[config.mk]
export PLATFORM = sky130hd
export DESIGN_NAME = vector_mem_stage_flat
export DESIGN_NICKNAME = d
export VERILOG_FILES = /design/src/rtl/vmem_pkg.sv /design/src/rtl/vector_mem_stage_if.sv /design/src/rtl/vmem_addr_gen.sv /design/src/rtl/vector_mem_stage.sv /design/src/flat_wrapper.sv
export SDC_FILE = /design/constraint.sdc
export NUM_CORES = 1
export LEC_CHECK = 0
export CORE_AREA = 4 4 213 215
export CTS_CLUSTER_SIZE = 24
export DETAILED_ROUTE_END_ITERATION = 8
export DIE_AREA = 0 0 217 219
export DONT_BUFFER_PORTS = 1
export HOLD_SLACK_MARGIN = 0.06
export RECOVER_POWER = 25
export SLEW_MARGIN = 20
export SYNTH_ARGS = -nofsm -noshare
export SYNTH_HDL_FRONTEND = slang
export SYNTH_HIERARCHICAL = 1
export SYNTH_SLANG_ARGS = --single-unit
[constraint.sdc]
create_clock -name clk -period 2.75 [get_ports clk]
set_input_delay 0.1375 -clock clk [delete_from_list [all_inputs] [get_ports clk]]
set_output_delay 0.1375 -clock clk [all_outputs]
set_load 0.01 [all_outputs]
[src/rtl/vmem_pkg.sv]
// Shared types for the vector MEM stage: lane count, lane index and FSM state encoding.
package vmem_pkg;

  localparam int LANES = 8;

  typedef logic [2:0] lane_idx_t;

  typedef enum logic [2:0] {
    IDLE,
    STORE,
    LOAD,
    LAST,
    DONE
  } vmem_state_t;

endpackage

[src/rtl/vector_mem_stage_if.sv]
// Word-wide synchronous data RAM port driven by the vector MEM stage (master) and the RAM (slave).
interface vector_mem_stage_if #(
  parameter int N      = 20,
  parameter int ADDR_W = 10
);

  logic [ADDR_W-1:0] mem_addr;
  logic [N-1:0]      mem_wdata;
  logic              mem_we;
  logic [N-1:0]      mem_rdata;

  modport master (
    output mem_addr,
    output mem_wdata,
    output mem_we,
    input  mem_rdata
  );

  modport slave (
    input  mem_addr,
    input  mem_wdata,
    input  mem_we,
    output mem_rdata
  );

endinterface

[src/rtl/vmem_addr_gen.sv]
// Lane address generator: base + idx*stride, wrapping modulo 2^ADDR_W.
module vmem_addr_gen
  import vmem_pkg::*;
#(
  parameter int ADDR_W = 10
) (
  input  logic [ADDR_W-1:0] base,
  input  lane_idx_t         idx,
  input  logic [3:0]        stride,
  output logic [ADDR_W-1:0] addr
);

  // Largest offset is 7*15 = 105, which fits in 7 bits.
  logic [6:0] offset;

  assign offset = 7'(idx) * 7'(stride);
  assign addr   = base + ADDR_W'(offset);

endmodule

[src/rtl/vector_mem_stage.sv]
// Vector MEM stage: serialises 8-lane loads/stores onto one word-wide sync RAM, one lane per cycle.
// Optional VMEM_STRIDE_EN adds a stride_i port; otherwise lanes sit at consecutive addresses.
module vector_mem_stage
  import vmem_pkg::*;
#(
  parameter int N      = 20,
  parameter int ADDR_W = 10
) (
  input  logic                      clk,
  input  logic                      reset,
  input  logic [LANES-1:0][N-1:0]   alu_result_i,
  input  logic [LANES-1:0][N-1:0]   write_data_i,
  input  logic [3:0]                wa3_i,
  input  logic                      reg_write_i,
  input  logic                      mem_to_reg_i,
  input  logic                      mem_write_i,
`ifdef VMEM_STRIDE_EN
  input  logic [3:0]                stride_i,
`endif
  vector_mem_stage_if.master        mem,
  output logic                      stall_o,
  output logic [LANES-1:0][N-1:0]   result_o,
  output logic [3:0]                wa3_o,
  output logic                      reg_write_o,
  output logic                      mem_to_reg_o
);

  vmem_state_t               state_reg, state_next;
  lane_idx_t                 idx_reg, idx_next;
  logic [LANES-1:0][N-1:0]   load_buf_reg;
  logic [LANES-1:0]          cap_sel;
  logic                      cap_en;
  lane_idx_t                 cap_lane;
  logic [3:0]                stride;
  logic [ADDR_W-1:0]         lane_addr;
  logic                      access_we;
  logic [ADDR_W-1:0]         access_addr;
  logic [N-1:0]              access_wdata;

`ifdef VMEM_STRIDE_EN
  assign stride = stride_i;
`else
  assign stride = 4'd1;
`endif

  // idx_reg is 0 whenever the FSM is in IDLE, so lane 0 issues from the same generator.
  vmem_addr_gen #(
    .ADDR_W (ADDR_W)
  ) u_addr_gen (
    .base   (alu_result_i[0][ADDR_W-1:0]),
    .idx    (idx_reg),
    .stride (stride),
    .addr   (lane_addr)
  );

  always_ff @(posedge clk) begin
    if (reset) begin
      state_reg <= IDLE;
      idx_reg   <= '0;
    end else begin
      state_reg <= state_next;
      idx_reg   <= idx_next;
    end
  end

  always_comb begin
    state_next   = state_reg;
    idx_next     = idx_reg;
    access_we    = 1'b0;
    access_addr  = '0;
    access_wdata = '0;
    stall_o      = 1'b0;
    cap_en       = 1'b0;
    cap_lane     = idx_reg - 3'd1;
    case (state_reg)
      IDLE: begin
        if (mem_write_i) begin
          access_we    = 1'b1;
          access_addr  = lane_addr;
          access_wdata = write_data_i[0];
          idx_next     = 3'd1;
          state_next   = STORE;
          stall_o      = 1'b1;
        end else if (mem_to_reg_i) begin
          access_addr = lane_addr;
          idx_next    = 3'd1;
          state_next  = LOAD;
          stall_o     = 1'b1;
        end
      end
      STORE: begin
        access_we    = 1'b1;
        access_addr  = lane_addr;
        access_wdata = write_data_i[idx_reg];
        stall_o      = 1'b1;
        if (idx_reg == 3'd7) begin
          idx_next   = '0;
          state_next = DONE;
        end else begin
          idx_next = idx_reg + 3'd1;
        end
      end
      LOAD: begin
        // Read data for the lane issued last cycle arrives now.
        access_addr = lane_addr;
        stall_o     = 1'b1;
        cap_en      = 1'b1;
        if (idx_reg == 3'd7) begin
          state_next = LAST;
        end else begin
          idx_next = idx_reg + 3'd1;
        end
      end
      LAST: begin
        stall_o    = 1'b1;
        cap_en     = 1'b1;
        cap_lane   = 3'd7;
        idx_next   = '0;
        state_next = DONE;
      end
      DONE: begin
        idx_next   = '0;
        state_next = IDLE;
      end
      default: begin
        idx_next   = '0;
        state_next = IDLE;
      end
    endcase
  end

  genvar gi;
  generate
    for (gi = 0; gi < LANES; gi++) begin : g_cap_sel
      assign cap_sel[gi] = cap_en && (cap_lane == lane_idx_t'(gi));
    end
  endgenerate

  always_ff @(posedge clk) begin
    if (reset) begin
      load_buf_reg <= '0;
    end else begin
      for (int i = 0; i < LANES; i++) begin
        if (cap_sel[i]) load_buf_reg[i] <= mem.mem_rdata;
      end
    end
  end

  // A reset landing mid-store must not let the in-flight lane reach the RAM.
  assign mem.mem_we    = access_we & ~reset;
  assign mem.mem_addr  = access_addr;
  assign mem.mem_wdata = access_wdata;

  assign result_o     = (mem_to_reg_i & ~mem_write_i) ? load_buf_reg : alu_result_i;
  assign wa3_o        = wa3_i;
  assign reg_write_o  = reg_write_i & ~stall_o;
  assign mem_to_reg_o = mem_to_reg_i & ~stall_o;

endmodule

[src/flat_wrapper.sv]
// flat-port wrapper written by rule: the top's interface ports become plain ports
module vector_mem_stage_flat import vmem_pkg::*;
#(
  parameter int N      = 20,
  parameter int ADDR_W = 10
)
  (clk, reset, alu_result_i, write_data_i, wa3_i, reg_write_i, mem_to_reg_i, mem_write_i, stall_o, result_o, wa3_o, reg_write_o, mem_to_reg_o, mem_mem_addr, mem_mem_wdata, mem_mem_we, mem_mem_rdata);
  vector_mem_stage_if #(.N(N), .ADDR_W(ADDR_W)) mem_i ();
  input  logic clk;
  input  logic reset;
  input  logic [LANES-1:0][N-1:0] alu_result_i;
  input  logic [LANES-1:0][N-1:0] write_data_i;
  input  logic [3:0] wa3_i;
  input  logic reg_write_i;
  input  logic mem_to_reg_i;
  input  logic mem_write_i;
  output logic stall_o;
  output logic [LANES-1:0][N-1:0] result_o;
  output logic [3:0] wa3_o;
  output logic reg_write_o;
  output logic mem_to_reg_o;
  output wire logic [$bits(mem_i.mem_addr)-1:0] mem_mem_addr;
  output wire logic [$bits(mem_i.mem_wdata)-1:0] mem_mem_wdata;
  output wire logic [$bits(mem_i.mem_we)-1:0] mem_mem_we;
  input wire logic [$bits(mem_i.mem_rdata)-1:0] mem_mem_rdata;
  assign mem_mem_addr = mem_i.mem_addr;
  assign mem_mem_wdata = mem_i.mem_wdata;
  assign mem_mem_we = mem_i.mem_we;
  assign mem_i.mem_rdata = mem_mem_rdata;
  vector_mem_stage #(.N(N), .ADDR_W(ADDR_W)) u_core (.clk(clk), .reset(reset), .alu_result_i(alu_result_i), .write_data_i(write_data_i), .wa3_i(wa3_i), .reg_write_i(reg_write_i), .mem_to_reg_i(mem_to_reg_i), .mem_write_i(mem_write_i), .mem(mem_i), .stall_o(stall_o), .result_o(result_o), .wa3_o(wa3_o), .reg_write_o(reg_write_o), .mem_to_reg_o(mem_to_reg_o));
endmodule
* Word-level counts from Yosys, hierarchy flattened
Index checks and enable logic that the tools add are counted.
** Operators by class
- Bitwise logic cells :: 7
- Reductions and logical operators :: 15
- Equality and inequality tests :: 15
- Add/subtract/negate cells :: 3
- Multiplexer cells :: 25
- Magnitude comparators :: 1
** Operators with widths (count)
- 2-to-1 mux 160 bit :: 1
- binary-select mux 20 bit (select 3 bit) :: 1
- 2-to-1 mux 20 bit :: 2
- case mux 20 bit (2 select lines) :: 1
- 2-to-1 mux 3 bit :: 9
- 2-to-1 mux 10 bit :: 2
- case mux 10 bit (2 select lines) :: 1
- == test 3 bit, second input constant :: 5
- == test 3 x 2 -> 1 bit, second input constant :: 4
- case mux 3 bit (4 select lines) :: 1
- adder 10 x 3 -> 10 bit :: 1
- case mux 3 bit (3 select lines) :: 1
- logical AND 1 bit :: 8
- == test 3 x 1 -> 1 bit, second input constant :: 2
- zero test 3 bit :: 2
- AND 1 bit :: 4
- less-than comparator 3 x 4 -> 1 bit, second input constant :: 1
- 2-to-1 mux 1 bit :: 4
- != test 2 x 1 -> 1 bit, second input constant :: 2
- case mux 1 bit (2 select lines) :: 2
- OR reduction 2 bit :: 2
- adder 3 x 1 -> 3 bit, second input constant :: 1
- != test 3 bit, second input constant :: 1
- inverter 1 bit :: 3
- 5 further kinds :: 5
** Storage, ports and cells
- Register bits after elaboration :: 166
- Output and inout port bits :: 198
- Logic and storage cells :: 76
- Input port bits :: 349

* Logic depth before layout (Yosys ltp)
- Depth after elaboration :: 5
- Mapped depth :: 12
- Gate-level depth less buffers :: 11

* By module
The synthesis kept the hierarchy.
** Modules (own cells, without submodules)
- vector_mem_stage :: sequential area each 3323.2 um^2, cells an instance 1047, area each 9618.0 um^2, instances 1
- vmem_addr_gen :: sequential area each 0.0 um^2, cells an instance 73, area each 588.1 um^2, instances 1

* Least setup slack after synthesis
No wires, ideal clock.
- Kind :: register to output
- Start point :: register u_core.idx_reg[2]
- End point :: output mem_mem_addr[6]
- Path buffers :: 0
- Path slack :: -0.009 ns
- Cell stages (with the launch flop) :: 11
- Arrival :: 2.621 ns
- Cell sequence :: dfxtp_1 nand2_1 fa_1 inv_1 fa_1 ha_1 and3_4 o21ai_2 or4b_1 o311ai_1 and2_1
** Between the ends
- Longest elaborated chain between the ends :: 4
** RTL lines
- start: declaration :: RTL line vector_mem_stage.sv:29 : lane_idx_t idx_reg, idx_next;
- start signal: assignment :: RTL line vector_mem_stage.sv:62 : idx_reg <= idx_next;
- adder 10 x 3 -> 10 bit (*) :: RTL line vmem_addr_gen.sv:17 : assign addr = base + ADDR_W'(offset);
- net u_core.lane_addr[6] :: RTL line vector_mem_stage.sv:35 : logic [ADDR_W-1:0] lane_addr;
- 2-to-1 mux 10 bit :: RTL line vector_mem_stage.sv:84 : end else if (mem_to_reg_i) begin
- 2-to-1 mux 10 bit :: RTL line vector_mem_stage.sv:77 : if (mem_write_i) begin
- case mux 10 bit (2 select lines) (*) :: RTL line vector_mem_stage.sv:75 : case (state_reg)
- end: declaration :: RTL line flat_wrapper.sv:22 : output wire logic [$bits(mem_i.mem_addr)-1:0] mem_mem_addr;
The timed path passes the listed nets; every way through them passes the cells marked *.

* Worst setup path after layout
Same ends and word-level chain as after synthesis.

==> reports/results.ini <==
[status]
status=finished, violations left
violations=max-capacitance violations, max-slew violations, negative setup slack

[die]
dieWidth_um=217
dieArea_um2=47500
io_pins=547
rows=77
die_h_um=219
start_util_pct=23.3
core_area_um2=43700

[layout]
num-nets-final=1517
largest_register_ffs=160
area_growth_pct=19.2
finish.utilization_pct=27.8
drive_gt1_share_pct=21.5

[worst_setup_path]
crit_arrival_ns=3.10
reg2reg_setup_slack_ns=0.03
r2r_end=u_core/idx_reg[2]
path_cells=nand2_2, fa_1, inv_2, fa_1, ha_1, and3_4, o21ai_2, or4b_4, o311ai_4, and2_4
cp_common_cell=fa_1
critPathCaptureType=primary output
cp_max_fo=2
worstPathRequired_ns=2.61
critPathSlowestCell=or4b_4
worst_r2r_startpoint=u_core/idx_reg[0]
reg2reg_depth=7
worst-setup-path-type=flop to primary output
start_kind=flop
slowest_delay_ns=0.49

[clocking]
cts_htree_levels=4
clkSinkCount=166
cts_buffers=17
cts.clk_slew.worst_paths_ns=0.07
cts-root-buf=clkbuf_16
cts_buffer_depth=2
clk_latency_ns=0.44
cts_tree=done

[timing]
tightest_slew_ns=1.91
fin_skew_ns=0.00710
finalWorstSetupSlack_ns=-0.489
finalHoldViolations=0
slew_headroom_pct=-27.5
period_share_pct=118
period_minus_slack_ns=3.24
setup_viol=18
tns_ns=-2.68
clock.fmax_ghz=0.309
grt_setup_unrepaired=yes
slew_violations=146

[pwr]
clock_power_share_pct=41.0
p_leak_nw=4.45
seqPwrFrac_pct=39.0
p_sw_w=0.00175
p_per_area_nw_per_um2=520
ir_drop_uv=337
p_int_w=0.00457
p_comb_share_pct=20.0
switching_share_pct=27.7

[synthesis]
synth_edf_count=0
syn-cell-area_um2=10200
synth_cell_types=49
netlist_instances=1120
synth-main-ff-cell=dfxtp_1
async_flop_share_pct=0
syn_avg_cell_area_um2=9.11
yosysSeqAreaShare_pct=32.6
yosys_warnings=6
synth_seq_cells=166

[global_route]
gr-total-overflow=0
grt_util_all_layers_pct=16.7
antenna_found_initial=18
grt_max_degree=164
first_global_vias=8261
grt_pass1_wl_um=58000

[routing]
wirelength_um=42000
num_vias=8502
first_iter_violations=500
drt_pass1_iterations=5
drcViolationCount=0
vias_per_cell=4.82
ant_nets=0
wl_per_cell_um=23.8

[placed_design]
preCtsSetupSlack_ns=-0.0781
gp_congestion=0.908
dp_hpwl_um=31600
io_buffers=0

[job]
maxCapViolCount=1

[hold_path]
min_from=reset
min_delay_worst_endpoint=u_core/load_buf_reg[73]
hp-class=input port to flop
min_path_cells=2

[synthesized netlist by cell type (3+ instances only)]
cell type  count  share of area [%]
and2_1        19                1.2
buf_1          3               0.11
mux2i_1       81                7.9
dfxtp_1      166                 33
buf_2         31                1.5
fa_1           7                1.4
xor2_1         3               0.26
o31ai_1       21                1.5
a21oi_1       85                4.2
mux4_2        20                4.4
xnor2_1        6               0.51
ha_1          13                1.6
nor3_1         3               0.15
buf_4         12               0.88
clkbuf_1      46                1.7
nand2b_1      43                2.6
inv_1         19               0.70
nor2_1        89                3.3
or3_1          3               0.18
nand3_1        4               0.20
o22ai_1       20                1.2
nand2_1      191                7.0
mux2_2       200                 22
[critical path: cells and delay by family, from the launching register on]
family | cells | cell delay, ns
buf+inv | 1 | 0.08
flops | 1 | 0.33
compound gates | 2 | 0.22
fa+ha+maj | 3 | 1.14
simple gates | 4 | 0.89
[logic make-up after synthesis]
family	count (synthesis)	synth area share, %
simple gates	369	16.1
mux	301	34.4
flops	166	32.6
compound gates	142	8.23
buf+inv	111	4.90
fa+ha+maj	20	2.97
xor+xnor	9	0.772
other cells	2	0.0736
[metal layers]
| metal | track usage, % | wire length, µm | share of wire (%) |
|---|---|---|---|
| met5 | 0 | 0 | 0 |
| met4 | 7.21 | 1200 | 2.9 |
| met3 | 4.00 | 2870 | 6.8 |
| met1 | 19.6 | 16600 | 40 |
| met2 | 29.0 | 21300 | 51 |
[cells in the final DEF (no fill, tap or decap), types with 2 or more instances in the layout]
master / Yosys / layout
clkbuf_8: 0 / 2
and2_1: 19 / 12
bufinv_16: 0 / 4
o21ai_0: 2 / 2
fa_1: 7 / 6
mux2_1: 0 / 79
ha_1: 13 / 12
nor2b_1: 2 / 2
clkbuf_4: 0 / 2
inv_1: 19 / 18
and3_1: 2 / 2
dlygate4sd3_1: 0 / 45
o22ai_1: 20 / 20
dfxtp_1: 166 / 164
o211a_1: 2 / 2
nand2b_1: 43 / 42
mux4_2: 20 / 20
mux2_2: 200 / 121
nor2_1: 89 / 89
or3_1: 3 / 2
clkinv_4: 0 / 3
conb_1: 2 / 12
xnor2_1: 6 / 6
a21oi_2: 0 / 2
clkinvlp_4: 0 / 2
nor3_2: 0 / 2
mux2i_1: 81 / 81
nand2_1: 191 / 190
a21oi_1: 85 / 83
a211oi_1: 2 / 2
nand3_1: 4 / 4
o31ai_1: 21 / 21
xor2_1: 3 / 3
nor4_4: 0 / 2
clkbuf_16: 0 / 17
buf_4: 12 / 41
and2_4: 0 / 6
diode_2: 0 / 13
[power groups by stage]
stage	clock [W]	sequential [W]	combinational [W]
finish	0.00259	0.00247	0.00127
CTS	0.00265	0.00247	0.00128
floorplan	0	0.00251	0.000922
detailed placement	0	0.00252	0.00113
global route	0.00275	0.00247	0.00136
global placement	0	0.00252	0.00112
[stage by stage]
stage | cell area (µm²) | power, W | cells | hold WS [ns]
after global placement | 11000 | 0.00364 | 1674 | 0.229
after CTS | 12100 | 0.00641 | 1751 | 0.148
after floorplan | 10200 | 0.00343 | 1130 | 0.273
after detailed placement | 11000 | 0.00365 | 1674 | 0.226
final | 12200 | 0.00632 | 1764 | 0.127
after global routing | 12200 | 0.00658 | 1763 | 0.159
[area by class of cell]
class | instances | area [µm²]
timing repair buffer | 91 | 832
clock inverter | 11 | 175
clock buffer | 19 | 453
fill | 4701 | 31600
inverter | 19 | 71.3
multi-input combinational | 853 | 6530
antenna | 13 | 32.5
tap | 592 | 741
sequential | 166 | 3330
[worst max path at each step]
stage          slack [ns]               from         endpoint
2_1_floorplan        0.03  u_core/idx_reg[2]  mem_mem_addr[6]
3_3_place_gp        -0.04  u_core/idx_reg[2]  mem_mem_addr[6]
3_5_place_dp        -0.08  u_core/idx_reg[2]  mem_mem_addr[6]
4_1_cts             -0.53  u_core/idx_reg[2]  mem_mem_addr[6]
5_1_grt             -0.61  u_core/idx_reg[2]  mem_mem_addr[6]
6_report            -0.49  u_core/idx_reg[2]  mem_mem_addr[6]
[repair_timing]
item                                   CTS  global route
gates resized for setup                 15             5
pin swaps                               13             5
buffers inserted                         1             0
setup endpoints to repair                8            16
endpoints found under the hold margin  166             0
hold buffers                            46             0
Power figures use the tool's default switching activity.
